==> src/rtl/seq_divider.sv <==
// Multi-cycle restoring divider: one quotient bit per clock, signed or unsigned
// operands, results held from the done pulse until the next completed division.
module seq_divider #(
    parameter int WIDTH = 8
) (
    input  logic             clk,
    input  logic             rst_n,
    input  logic             start,
    input  logic             signed_mode,
    input  logic [WIDTH-1:0] dividend,
    input  logic [WIDTH-1:0] divisor,
    output logic             busy,
    output logic             done,
    output logic [WIDTH-1:0] quotient,
    output logic [WIDTH-1:0] remainder,
    output logic             div_by_zero,
    output logic             ovr
);

    localparam int CW = $clog2(WIDTH + 1);

    // Handshake: start is sampled only while idle; done is a one-cycle pulse in
    // the DONE state and the result outputs are valid from that cycle onward.
    typedef enum logic [1:0] {IDLE, CALC, FIX, DONE} state_t;

    state_t           state_q, state_d;
    logic [CW-1:0]    cnt_q;
    logic [WIDTH-1:0] rem_q, dvd_q, dvs_q;
    logic             q_neg_q, r_neg_q, ovr_pend_q;
    logic [WIDTH-1:0] quotient_q, remainder_q;
    logic             dbz_q, ovr_q;

    logic             a_neg, b_neg, div_zero, ovr_cond;
    logic [WIDTH-1:0] a_mag, b_mag;
    logic [WIDTH:0]   shifted, trial;
    logic             trial_ok;
    logic [WIDTH-1:0] q_fix, r_fix;

    always_comb begin
        a_neg    = signed_mode & dividend[WIDTH-1];
        b_neg    = signed_mode & divisor[WIDTH-1];
        a_mag    = a_neg ? (-dividend) : dividend;
        b_mag    = b_neg ? (-divisor) : divisor;
        div_zero = (divisor == '0);
        ovr_cond = signed_mode && (dividend == {1'b1, {(WIDTH-1){1'b0}}}) && (divisor == '1);
        // Top bit of the (WIDTH+1)-bit difference is the borrow: set means restore.
        shifted  = {rem_q, dvd_q[WIDTH-1]};
        trial    = shifted - {1'b0, dvs_q};
        trial_ok = ~trial[WIDTH];
        q_fix    = q_neg_q ? (-dvd_q) : dvd_q;
        r_fix    = r_neg_q ? (-rem_q) : rem_q;
    end

    always_comb begin
        state_d = state_q;
        case (state_q)
            IDLE: if (start) state_d = div_zero ? DONE : CALC;
            CALC: if (cnt_q == CW'(1)) state_d = FIX;
            FIX:  state_d = DONE;
            DONE: state_d = IDLE;
            default: state_d = IDLE;
        endcase
    end

    always_ff @(posedge clk or negedge rst_n) begin
        if (!rst_n) state_q <= IDLE;
        else        state_q <= state_d;
    end

    always_ff @(posedge clk or negedge rst_n) begin
        if (!rst_n) begin
            cnt_q       <= '0;
            rem_q       <= '0;
            dvd_q       <= '0;
            dvs_q       <= '0;
            q_neg_q     <= 1'b0;
            r_neg_q     <= 1'b0;
            ovr_pend_q  <= 1'b0;
            quotient_q  <= '0;
            remainder_q <= '0;
            dbz_q       <= 1'b0;
            ovr_q       <= 1'b0;
        end else begin
            case (state_q)
                IDLE: begin
                    if (start && div_zero) begin
                        quotient_q  <= '1;
                        remainder_q <= dividend;
                        dbz_q       <= 1'b1;
                        ovr_q       <= 1'b0;
                    end else if (start) begin
                        dvd_q      <= a_mag;
                        dvs_q      <= b_mag;
                        rem_q      <= '0;
                        q_neg_q    <= a_neg ^ b_neg;
                        r_neg_q    <= a_neg;
                        ovr_pend_q <= ovr_cond;
                        cnt_q      <= CW'(WIDTH);
                    end
                end
                CALC: begin
                    // dvd_q doubles as the quotient: dividend bits shift out, quotient bits shift in.
                    rem_q <= trial_ok ? trial[WIDTH-1:0] : shifted[WIDTH-1:0];
                    dvd_q <= {dvd_q[WIDTH-2:0], trial_ok};
                    cnt_q <= cnt_q - CW'(1);
                end
                FIX: begin
                    quotient_q  <= q_fix;
                    remainder_q <= r_fix;
                    dbz_q       <= 1'b0;
                    ovr_q       <= ovr_pend_q;
                end
                default: ;
            endcase
        end
    end

    assign busy        = (state_q == CALC) || (state_q == FIX);
    assign done        = (state_q == DONE);
    assign quotient    = quotient_q;
    assign remainder   = remainder_q;
    assign div_by_zero = dbz_q;
    assign ovr         = ovr_q;

endmodule

==> config.mk <==
export PLATFORM = sky130hd
export DESIGN_NAME = seq_divider
export DESIGN_NICKNAME = d
export VERILOG_FILES = /design/src/rtl/seq_divider.sv
export SDC_FILE = /design/constraint.sdc
export NUM_CORES = 1
export LEC_CHECK = 0
export ABC_CLOCK_PERIOD_IN_PS = 3300
export BUFFER_PORTS_ARGS = -buffer_cell sky130_fd_sc_hd__buf_2
export CAP_MARGIN = 10
export CORE_MARGIN = 5
export CORE_UTILIZATION = 50
export CTS_BUF_LIST = sky130_fd_sc_hd__clkbuf_2 sky130_fd_sc_hd__clkbuf_4 sky130_fd_sc_hd__clkbuf_8
export DETAILED_ROUTE_END_ITERATION = 12
export GPL_TIMING_DRIVEN = 0
export PLACE_DENSITY = 0.7
export SYNTH_ARGS = -nofsm -noshare
export SYNTH_HDL_FRONTEND = slang
export SYNTH_SLANG_ARGS = --single-unit
==> constraint.sdc <==
create_clock -name clk -period 3.3 [get_ports clk]
set_input_delay 0 -clock clk [delete_from_list [all_inputs] [get_ports clk]]
set_output_delay 0 -clock clk [all_outputs]
set_load 0.02 [all_outputs]
**Yosys cells after proc, flatten, opt, wreduce, memory -nomap -nowiden**

Index checks and enable logic that the tools add are counted.
Widths: inputs -> output; s select.

- Bits in registers: 51
- Input port bits: 20
- Output and inout port bits: 20
- Logic and storage cells: 71

- Add/subtract/negate cells: 6
- Equality and inequality tests: 10
- Muxes and demuxes: 26
- Bitwise operators: 5
- Reductions and logical operators: 12

Operators with widths:

| operator | count |
|---|---|
| $mux 8 | 11 |
| $pmux 8 s2 | 4 |
| $neg 8->8 | 4 |
| $eq 8x8->1 const B | 2 |
| $sub 9x8->9 | 1 |
| $logic_not 8->1 | 1 |
| $mux 4 | 2 |
| $ne 2x2->1 const B | 4 |
| $pmux 2 s4 | 1 |
| $pmux 4 s2 | 1 |
| $mux 2 | 3 |
| $reduce_and 3->1 | 2 |
| $eq 2x2->1 const B | 2 |
| $eq 4x1->1 const B | 1 |
| $pmux 1 s2 | 2 |
| $reduce_and 2->1 | 2 |
| $reduce_bool 2->1 | 2 |
| $sub 4x1->4 const B | 1 |
| $logic_and 1x1->1 | 3 |
| $and 1x1->1 | 2 |
| $eq 2x1->1 const B | 1 |
| $logic_not 2->1 | 1 |
| $mux 1 | 2 |
| $not 1->1 | 2 |
| 2 further kinds | 2 |

**Longest topological paths before layout**

Gate-level depths: netlist of the first run.

- Depth in word-level cells: 5
- Gate-level depth with buffers: 10
- Gate-level depth less buffers: 9

**Worst setup path after synthesis of the first run**

No wires, ideal clock.

- Path kind: reg2reg
- From: register dvd_q[7]
- To: register rem_q[6]
- Library setup time: 0.126 ns
- Data arrival time: 2.255 ns
- Required time: 3.174 ns
- Path slack: 0.919 ns
- Stages on the path, launching flop included: 11
- Buffers on the path: 1
- Clock period less this slack: 2.381 ns
- Cell sequence: dfrtp_1 inv_1 ha_1 inv_1 fa_1 a211oi_2 nor3_1 mux2_4 and2_4 buf_6 a221o_1

- Word-level cells in the longest chain between the ends: 3

Ends and longest elaborated chain:

| element | line | RTL |
|---|---|---|
| from (decl) | 28 | `logic [WIDTH-1:0] rem_q, dvd_q, dvs_q;` |
| from (signal assigned) | 92 | `dvd_q <= a_mag;` |
| from (signal assigned) | 104 | `dvd_q <= {dvd_q[WIDTH-2:0], trial_ok};` |
| $sub 9x8->9 | 48 | `trial = shifted - {1'b0, dvs_q};` |
| $mux 8 | 103 | `rem_q <= trial_ok ? trial[WIDTH-1:0] : shifted[WIDTH-1:0];` |
| $pmux 8 s2 | 84 | `case (state_q)` |
| to (signal assigned) | 103 |  |
| to (decl) | 28 |  |

No other way between the ends.
A chain may end at the register's enable or synchronous reset.

**Final worst setup path of the first run**

- From: register dvd_q[7]
- To: register rem_q[4]

The elaborated chain is that of the path after synthesis.

==> impl_metrics.json, run 1 <==
{
  "vias": 3024,
  "post_drt_wl_per_cell_um": 15.8,
  "cts_setup_buffers": 0,
  "cp-startpoint": "dvd_q[7]$_DFFE_PN0P_",
  "grt_usage": 0.209,
  "clkLatencyLatePin_ps": 310,
  "final_core_util": 0.580,
  "ff2ff_path_depth": 10,
  "hold_class": "in2reg",
  "multi_input_area_um2": 1990,
  "reg2reg_to": "rem_q[4]$_DFFE_PN0P_",
  "die_x_um": 93.3,
  "antenna_found_initial": 0,
  "peakVddDrop_mv": 0.487,
  "skew_ps": 8.08,
  "diodes": 0,
  "startpoint_type": "flop",
  "finalCriticalPeriod_ps": 2690,
  "fin_tns_setup_ps": 0,
  "finalSetupViolCount": 0,
  "cp.required_ps": 3510,
  "cts-hold-fix-buffers": 2,
  "dp_hpwl_um": 6490,
  "grt_start_max_net_pins": 52,
  "gp_congestion": 0.846,
  "antenna_left": 0,
  "ys_ff_latch": 51,
  "seq_area_um2": 1280,
  "yosysSeqAreaShare": 0.368,
  "ioPinCount": 40,
  "rsz0062_at_grt": "false",
  "clock_path_buffers": 2,
  "fin_nets": 483,
  "fill_cells": 624,
  "rrSetupSlack_ps": 610,
  "pwr_density_cell_nw_per_um2": 1010,
  "htreeDepth": 2,
  "syn_nets": 434,
  "gr-total-overflow": 0,
  "power_leakage_nw": 1.79,
  "grt_pass1_vias": 2976,
  "std_cell_rows": 30,
  "portBuffers": 39,
  "tightest_slew_ps": 643,
  "root_buffer": "clkbuf_8",
  "cap_violations": 0,
  "syn-instance-count": 393,
  "synth.area.top_cells": "dfrtp_1 (37%), ha_1 (7.2%), nand2_1 (5.5%)",
  "drive_gt1_frac": 0.172,
  "cts_buffers": 5,
  "ys.flop_type": "dfrtp_1",
  "r2r_start": "dvd_q[7]$_DFFE_PN0P_",
  "synth_area_per_cell_um2": 8.83,
  "timing_hold_violations_final": 0,
  "cts_tree": "built",
  "slew_headroom": 0.567,
  "power_w": 0.00398,
  "dieArea_um2": 8710,
  "synth_top_area_frac": 0.368,
  "grt_pass1_wl_um": 14700,
  "fin_crit_sh": 0.815,
  "via_per_inst": 5.61,
  "timing.hold.ws_ps": 36.5,
  "post-synth-top-area-cell": "dfrtp_1",
  "status": "finished clean",
  "drc": 0,
  "first_pass_iters": 4,
  "cts_resized": 0,
  "routed_wl_um": 8530,
  "end_kind": "flop",
  "drt-initial-drc-count": 218,
  "cp_max_fo": 7,
  "core_um2": 6790,
  "max_freq_mhz": 372,
  "crit_path_end": "rem_q[4]$_DFFE_PN0P_",
  "area_delta_synth_final_pct": 13.6,
  "synth_commonest_cells": "dfrtp_1 (51), nand2_1 (51), o21ai_0 (34), inv_1 (26), nor2_1 (22)",
  "initial_core_util": 0.511,
  "worst-setup-path-type": "reg2reg",
  "yosysUniqueCellTypes": 62,
  "fp.dieH_um": 93.3,
  "async_reset_ff_frac": 1.00,
  "synth_warnings": 0,
  "cts.sinks": 51,
  "cp.arrival_ps": 2900,
  "clk_pin_slew_ps": 100,
  "synth_edf_count": 0,
  "maxSlewViolCount": 0,
  "netlist_area_um2": 3470
}
-- report_power, final --
| part | leakage (nW) | internal [W] | total (W) | switching [W] |
|---|---|---|---|---|
| Clock | 0.0587 | 0.000230 | 0.000457 | 0.000227 |
| Combinational | 1.10 | 0.000986 | 0.00239 | 0.00140 |
| Sequential | 0.623 | 0.000897 | 0.00114 | 0.000241 |
| Total | 1.79 | 0.00211 | 0.00398 | 0.00187 |
-- stage by stage --
stage	setup slack (ps)	std cells	area, um^2
after floorplan	919	393	3470
after global placement	702	528	3790
after detailed placement	641	528	3790
after CTS	623	538	3920
after global routing	503	539	3940
final	611	539	3940
-- layer usage --
metal / global-route usage / wire length (um)
met5: 0 / 0
met1: 0.284 / 3900
met3: 0.0298 / 386
met2: 0.348 / 4120
met4: 0.0549 / 122
-- worst min path at each step --
| stage | start | endpoint | slack, ps | cells past startpoint |
|---|---|---|---|---|
| after detailed placement | dividend[6] | ovr_pend_q$_DFFE_PN0P_ | 280 | 2 |
| after CTS | signed_mode | q_neg_q$_DFFE_PN0P_ | 20 | 3 |
| after floorplan | rst_n | cnt_q[0]$_DFFE_PN0P_ | -300 | 0 |
| final | signed_mode | q_neg_q$_DFFE_PN0P_ | 40 | 3 |
| after global placement | dividend[6] | ovr_pend_q$_DFFE_PN0P_ | 260 | 2 |
| after global routing | signed_mode | q_neg_q$_DFFE_PN0P_ | 40 | 3 |
-- layout make-up --
class,count,area share
buffer,18,0.0273
clock buffer,5,0.0174
clock inverter,3,0.0121
timing repair buffer,42,0.0596
tap,96,0.0305
inverter,27,0.0257
multi-input combinational,297,0.504
sequential,51,0.324
-- worst max-delay path, cell delays in order (launching register included) --
cell and delay, ps:
dfrtp_1 430, inv_1 170, ha_1 200, inv_1 60
fa_1 440, a211oi_2 310, nor3_1 110, mux2_4 320
and2_4 140, buf_6 130, a221o_1 280
-- registers in the layout, indices dropped and copies added (netlist names) --
signal	cells
q_neg_q	1
dvd_q	8
ovr_pend_q	1
dvs_q	8
div_by_zero	1
ovr	1
state_q	2
remainder	8
quotient	8
cnt_q	4
rem_q	8
r_neg_q	1
-- layout by cell type (no fill, tap or decap), types with 3 or more instances in the layout --
cell type	n
clkbuf_8	6
a31oi_1	12
and2_1	3
nand3_1	9
or3_1	5
a21oi_1	20
xnor2_1	14
nand2_1	51
nand2b_1	3
nand4_1	8
nor3_1	7
dfrtp_1	51
xor2_1	12
buf_2	45
o21ai_0	34
o22ai_1	4
mux2i_1	12
nor2_1	22
inv_1	26
and3_1	4
ha_1	20
o211ai_1	5
nor2b_1	6
o31ai_1	6
clkbuf_1	7
-- cell families after synthesis --
logic type                 after synthesis  share of synthesized area
xor gates and xnor gates                26                     0.0656
adders and majority gates               21                     0.0778
AOI/OAI and AO/OA                      107                      0.205
DFF                                     51                      0.368
buffers and inverters                   45                     0.0602
and+or+nand+nor                        130                      0.185
muxes                                   13                     0.0389
Note: power is estimated with default switching activity, not from simulation.
==> inputs of run 2 (changes only) <==
Settings changed: ABC_AREA from default to 1, ABC_CLOCK_PERIOD_IN_PS 3300 to 2300, PLACE_DENSITY 0.7 to 0.72.
Clock period 3.3 ns to 2.3 ns, I/O delays scaled along.
==> run 2 against run 1 <==
Global-route usage down 0.79 points; via count up 7.1%; worst hold slack worse by 22 ps; combinational power up 52%; largest power group unchanged.
==> impl_metrics.json, run 2 <==
{
  "root_buffer": "clkbuf_8",
  "routed_wl_um": 8630,
  "yosysSeqAreaShare": 0.349,
  "diodes": 0,
  "syn_nets": 528,
  "finalSetupViolCount": 0,
  "synth_edf_count": 0,
  "rsz0062_at_grt": "false",
  "grt_usage": 0.201,
  "netlist_area_um2": 3660,
  "peakVddDrop_mv": 0.705,
  "cts_buffers": 5,
  "synth.most_common_cell": "nand2_1",
  "dieArea_um2": 9130,
  "clk_pin_slew_ps": 90,
  "synth_commonest_cells": "nand2_1 (134), inv_1 (60), dfrtp_1 (51), nand3_1 (47), nor2_1 (29)",
  "end_kind": "flop",
  "final_core_util": 0.575,
  "core_um2": 7180,
  "antenna_found_initial": 0,
  "pwr_density_cell_nw_per_um2": 1380,
  "synth_top_area_frac": 0.349,
  "fin_nets": 579,
  "cp.required_ps": 2500,
  "fp.dieH_um": 95.6,
  "gr-total-overflow": 0,
  "synth_area_per_cell_um2": 7.51,
  "yosysUniqueCellTypes": 40,
  "post_drt_wl_per_cell_um": 13.5,
  "fin_tns_setup_ps": 0,
  "top_layer": "met4",
  "status": "finished clean",
  "multi_input_area_um2": 2020,
  "dp_hpwl_um": 6760,
  "tightest_slew_ps": 582,
  "via_per_inst": 5.08,
  "area_delta_synth_final_pct": 12.8,
  "htreeDepth": 2,
  "clock_path_buffers": 2,
  "clkLatencyLatePin_ps": 300,
  "ys_ff_latch": 51,
  "cts_resized": 0,
  "ys.flop_type": "dfrtp_1",
  "cp_max_fo": 9,
  "first_pass_iters": 4,
  "hold_class": "in2reg",
  "ioPinCount": 40,
  "synth.area.top_cells": "dfrtp_1 (35%), nand2_1 (14%), ha_1 (6.8%)",
  "initial_core_util": 0.510,
  "maxSlewViolCount": 0,
  "vias": 3240,
  "met3_length_um": 431,
  "cts_setup_buffers": 0,
  "wl_met2_um": 3790,
  "finalCriticalPeriod_ps": 2070,
  "met1_length_um": 4340,
  "final_common_cell": "nand2_1",
  "timing_hold_violations_final": 0,
  "fill_cells": 680,
  "cp.arrival_ps": 2280,
  "std_cell_rows": 31,
  "drive_gt1_frac": 0.189,
  "slew_headroom": 0.612,
  "drc": 0,
  "grt_pass1_vias": 3138,
  "post-synth-top-area-cell": "dfrtp_1",
  "worst-setup-path-type": "reg2reg",
  "cap_violations": 0,
  "grt_start_max_net_pins": 52,
  "synth_warnings": 0,
  "skew_ps": 6.48,
  "drt-initial-drc-count": 177,
  "antenna_left": 0,
  "max_freq_mhz": 482,
  "startpoint_type": "flop",
  "seq_area_um2": 1280,
  "final_cell_mix": "nand2_1 (134), inv_1 (60), dfrtp_1 (51)",
  "die_x_um": 95.6,
  "cts.sinks": 51,
  "power_leakage_nw": 2.13,
  "fin_crit_sh": 0.901,
  "syn-instance-count": 487,
  "cts-hold-fix-buffers": 4,
  "cts_tree": "built",
  "grt_pass1_wl_um": 14500,
  "portBuffers": 39,
  "gp_congestion": 0.867,
  "async_reset_ff_frac": 1.00
}
-- run 2: changes by cell type in the layout (fill, tap and decap cells not counted), sizes merged, moves of 8 or more --
| cell | change |
|---|---|
| a21oi | -9 |
| inv | +41 |
| mux2i | -12 |
| nand2 | +95 |
| nand3 | +53 |
| nor2 | +10 |
| o31ai | -8 |
| xnor2 | -13 |
-- run 2: report_power, final --
| part | total, W | internal, W | switching [W] | leakage [nW] |
|---|---|---|---|---|
| combinational | 0.00363 | 0.00131 | 0.00232 | 1.45 |
| clock | 0.000523 | 0.000238 | 0.000285 | 0.0491 |
| sequential | 0.00155 | 0.00126 | 0.000284 | 0.625 |
-- run 2: logic make-up after synthesis --
group | share of synthesized area
xor gates and xnor gates | 0.0383
AOI/OAI and AO/OA | 0.0995
and+or+nand+nor | 0.339
DFF | 0.349
adders and majority gates | 0.0738
buffers and inverters | 0.101
-- run 2: worst max-delay path, cell delays in order (launching register included) --
cell	delay (ps)
dfrtp_1	420
inv_1	130
ha_1	160
inv_1	70
fa_1	410
nand2_1	90
nand2_2	90
nand3_4	110
nand3_4	140
nand2_4	160
nand2_1	80
nand3_2	60
nand2_1	40
-- run 2: layout make-up --
type / count / share of cell area
Buffer: 12 / 0.0258
Inverter: 69 / 0.0634
Clock buffer: 7 / 0.0203
Sequential cell: 51 / 0.309
Multi-Input combinational cell: 355 / 0.488
Timing Repair Buffer: 44 / 0.0618
Tap cell: 99 / 0.0300
Clock inverter: 1 / 0.00121
-- run 2: worst paths after layout --
path                                               start                        to  slack (ps)  depth (start not counted)
worst min register to register  remainder[4]$_DFFE_PN0P_  remainder[4]$_DFFE_PN0P_         480                          2
worst min-delay path                          divisor[0]      dvs_q[0]$_DFFE_PN0P_          10                          3
worst max-delay path                dvd_q[7]$_DFFE_PN0P_      rem_q[7]$_DFFE_PN0P_         230                         12
max in group asynchronous                          rst_n       q_neg_q$_DFFE_PN0P_        1650                          3
worst max register to register      dvd_q[7]$_DFFE_PN0P_      rem_q[7]$_DFFE_PN0P_         230                         12
min in group asynchronous                          rst_n      rem_q[3]$_DFFE_PN0P_         110                          2
-- run 2: per-stage QoR --
step	total power [W]	area (um^2)	cells	setup slack (ps)	hold WS, ps
after CTS	0.00571	4110	637	206	9.54
after global routing	0.00628	4130	638	63.9	22.7
after detailed placement	0.00517	3980	625	213	304
after global placement	0.00509	3980	625	230	285
after floorplan	0.00433	3660	487	497	-296
final	0.00570	4130	638	227	14.2
-- run 2: routing by layer --
metal / GRT usage / vias to the layer above
li1: - / 1667
met1: 0.285 / 1486
met2: 0.324 / 80
met3: 0.0331 / 7
met4: 0.0427 / 0
met5: 0 / -
==> inputs of run 3 (changes only) <==
Settings changed: RECOVER_POWER from default to 100.
==> run 3 against run 2 <==
Flip-flop and latch count is the same; clock-buffer cell count is the same; worst setup slack lost 6.6 ps; critical path depth is the same; total power shrank 3.5%; critical path type unchanged; highest routed layer unchanged.
==> impl_metrics.json, run 3 (synthesis results as in run 2) <==
{
  "status": "finished clean",
  "cts-hold-fix-buffers": 4,
  "cts_resized": 0,
  "gr-total-overflow": 0,
  "root_buffer": "clkbuf_8",
  "grt_start_max_net_pins": 52,
  "htreeDepth": 2,
  "cts.sinks": 51,
  "drt-initial-drc-count": 169,
  "drc": 0,
  "drive_gt1_frac": 0.122,
  "skew_ps": 7.26,
  "std_cell_rows": 31,
  "die_x_um": 95.6,
  "diodes": 0,
  "initial_core_util": 0.510,
  "post_drt_wl_per_cell_um": 13.6,
  "final_common_cell": "nand2_1",
  "gp_congestion": 0.867,
  "timing_hold_violations_final": 0,
  "end_kind": "flop",
  "fin_nets": 579,
  "crit_top_cell": "nand2_1",
  "power_leakage_nw": 2.03,
  "power.internal_w": 0.00269,
  "finalSetupViolCount": 0,
  "area_delta_synth_final_pct": 9.40,
  "p_comb_frac": 0.623,
  "timing.hold.ws_ps": 21.6,
  "clkLatencyLatePin_ps": 300,
  "slew_headroom": 0.305,
  "worst-setup-path-type": "reg2reg",
  "peakVddDrop_mv": 0.655,
  "fp.dieH_um": 95.6,
  "pre_cts_ws_ps": 213,
  "cp.required_ps": 2500,
  "vias": 3234,
  "clock_path_buffers": 2,
  "final_cell_mix": "nand2_1 (138), inv_1 (61), nand3_1 (51), dfrtp_1 (51), o21ai_0 (31)",
  "cts_setup_buffers": 0,
  "grt_usage": 0.201,
  "switching_share": 0.511,
  "startpoint_type": "flop",
  "via_per_inst": 5.07,
  "seqPwrFrac": 0.282,
  "first_pass_iters": 4,
  "cp_max_fo": 9,
  "finalCriticalPeriod_ps": 2080,
  "cts_tree": "built",
  "portBuffers": 39,
  "cts_buffers": 5,
  "ioPinCount": 40,
  "tightest_slew_ps": 1040,
  "rsz0062_at_grt": "false",
  "fin_tns_setup_ps": 0,
  "slowest_stage": "dfrtp_1",
  "routed_wl_um": 8680,
  "slowest_delay_ps": 420,
  "dieArea_um2": 9130,
  "core_um2": 7180,
  "grt_pass1_vias": 3138,
  "antenna_found_initial": 0,
  "cp.arrival_ps": 2280,
  "grt_pass1_wl_um": 14500,
  "pwr_density_cell_nw_per_um2": 1370,
  "p_clk_frac": 0.095,
  "hold_class": "in2reg",
  "p_sw_w": 0.00281,
  "final.setup.worst_slack_ps": 220,
  "dp_hpwl_um": 6760,
  "cap_violations": 0,
  "clk_pin_slew_ps": 90,
  "max_freq_mhz": 481,
  "worstPathCellList": "inv_1 > ha_1 > inv_1 > fa_1 > nand2_1 > nand2_2 > nand3_2 > nand3_4 > nand2_4 > nand2_1 > nand3_1 > nand2_1",
  "fin_crit_sh": 0.904,
  "antenna_left": 0,
  "maxSlewViolCount": 0
}
==> run 3: cell types whose count changed in the layout (fill, tap and decap cells not counted), moves of 2 or more <==
cell,previous run,this run
buf_2,42,19
buf_6,3,1
clkbuf_1,2,27
clkbuf_2,0,3
inv_2,8,6
nand2_1,134,138
nand2_2,8,6
nand2_4,5,3
nand3_1,47,51
nand3_2,13,10
o21ai_0,27,31
o21ai_1,8,4
==> run 3: worst paths after layout <==
check / from / to / slack [ps] / depth (start not counted)
max in group asynchronous: rst_n / dvs_q[7]$_DFFE_PN0P_ / 590 / 3
worst min register to register: remainder[4]$_DFFE_PN0P_ / remainder[4]$_DFFE_PN0P_ / 490 / 2
min in group asynchronous: rst_n / rem_q[3]$_DFFE_PN0P_ / 240 / 2
worst max-delay path: dvd_q[7]$_DFFE_PN0P_ / rem_q[4]$_DFFE_PN0P_ / 220 / 12
worst min-delay path: divisor[7] / dvs_q[7]$_DFFE_PN0P_ / 20 / 3
worst max register to register: dvd_q[7]$_DFFE_PN0P_ / rem_q[4]$_DFFE_PN0P_ / 220 / 12
==> run 3: final cells by class <==
type	instances	area, um^2
plain buffers	12	76.3
clock buffers	7	83.8
clock inverters	1	5.00
fillers	705	3170
inverters	69	260
multi-input cells	355	1960
flip-flops and latches	51	1280
well taps	99	124
repair buffers	44	214
==> run 3: metal layers <==
metal | up-vias | global-route usage | share of wire
met5 | - | 0 | 0
li1 | 1668 | - | -
met4 | 0 | 0.0427 | 0.011
met2 | 81 | 0.324 | 0.44
met3 | 12 | 0.0331 | 0.059
met1 | 1473 | 0.285 | 0.49
==> run 3: per-stage QoR <==
step | instances | cell area [um^2] | util | power, W
6_report | 638 | 4000 | 0.558 | 0.00550
5_1_grt | 638 | 4000 | 0.558 | 0.00609
4_1_cts | 637 | 4110 | 0.572 | 0.00571
3_5_place_dp | 625 | 3980 | 0.554 | 0.00517
3_3_place_gp | 625 | 3980 | 0.554 | 0.00509
2_1_floorplan | 487 | 3660 | - | 0.00433
==> run 3: power groups by stage <==
stage | combinational (W) | sequential (W) | clock [W]
finish | 0.00343 | 0.00155 | 0.000521
global route | 0.00392 | 0.00160 | 0.000566
floorplan | 0.00270 | 0.00163 | 0
global placement | 0.00355 | 0.00155 | 0
CTS | 0.00363 | 0.00154 | 0.000538
detailed placement | 0.00362 | 0.00155 | 0
==> run 3: critical path, delay by kind of cell (launching register included) <==
kind	cells	cell delay (ps)
and+or+nand+nor	8	800
adders and majority gates	2	570
DFF	1	420
buffers and inverters	2	200
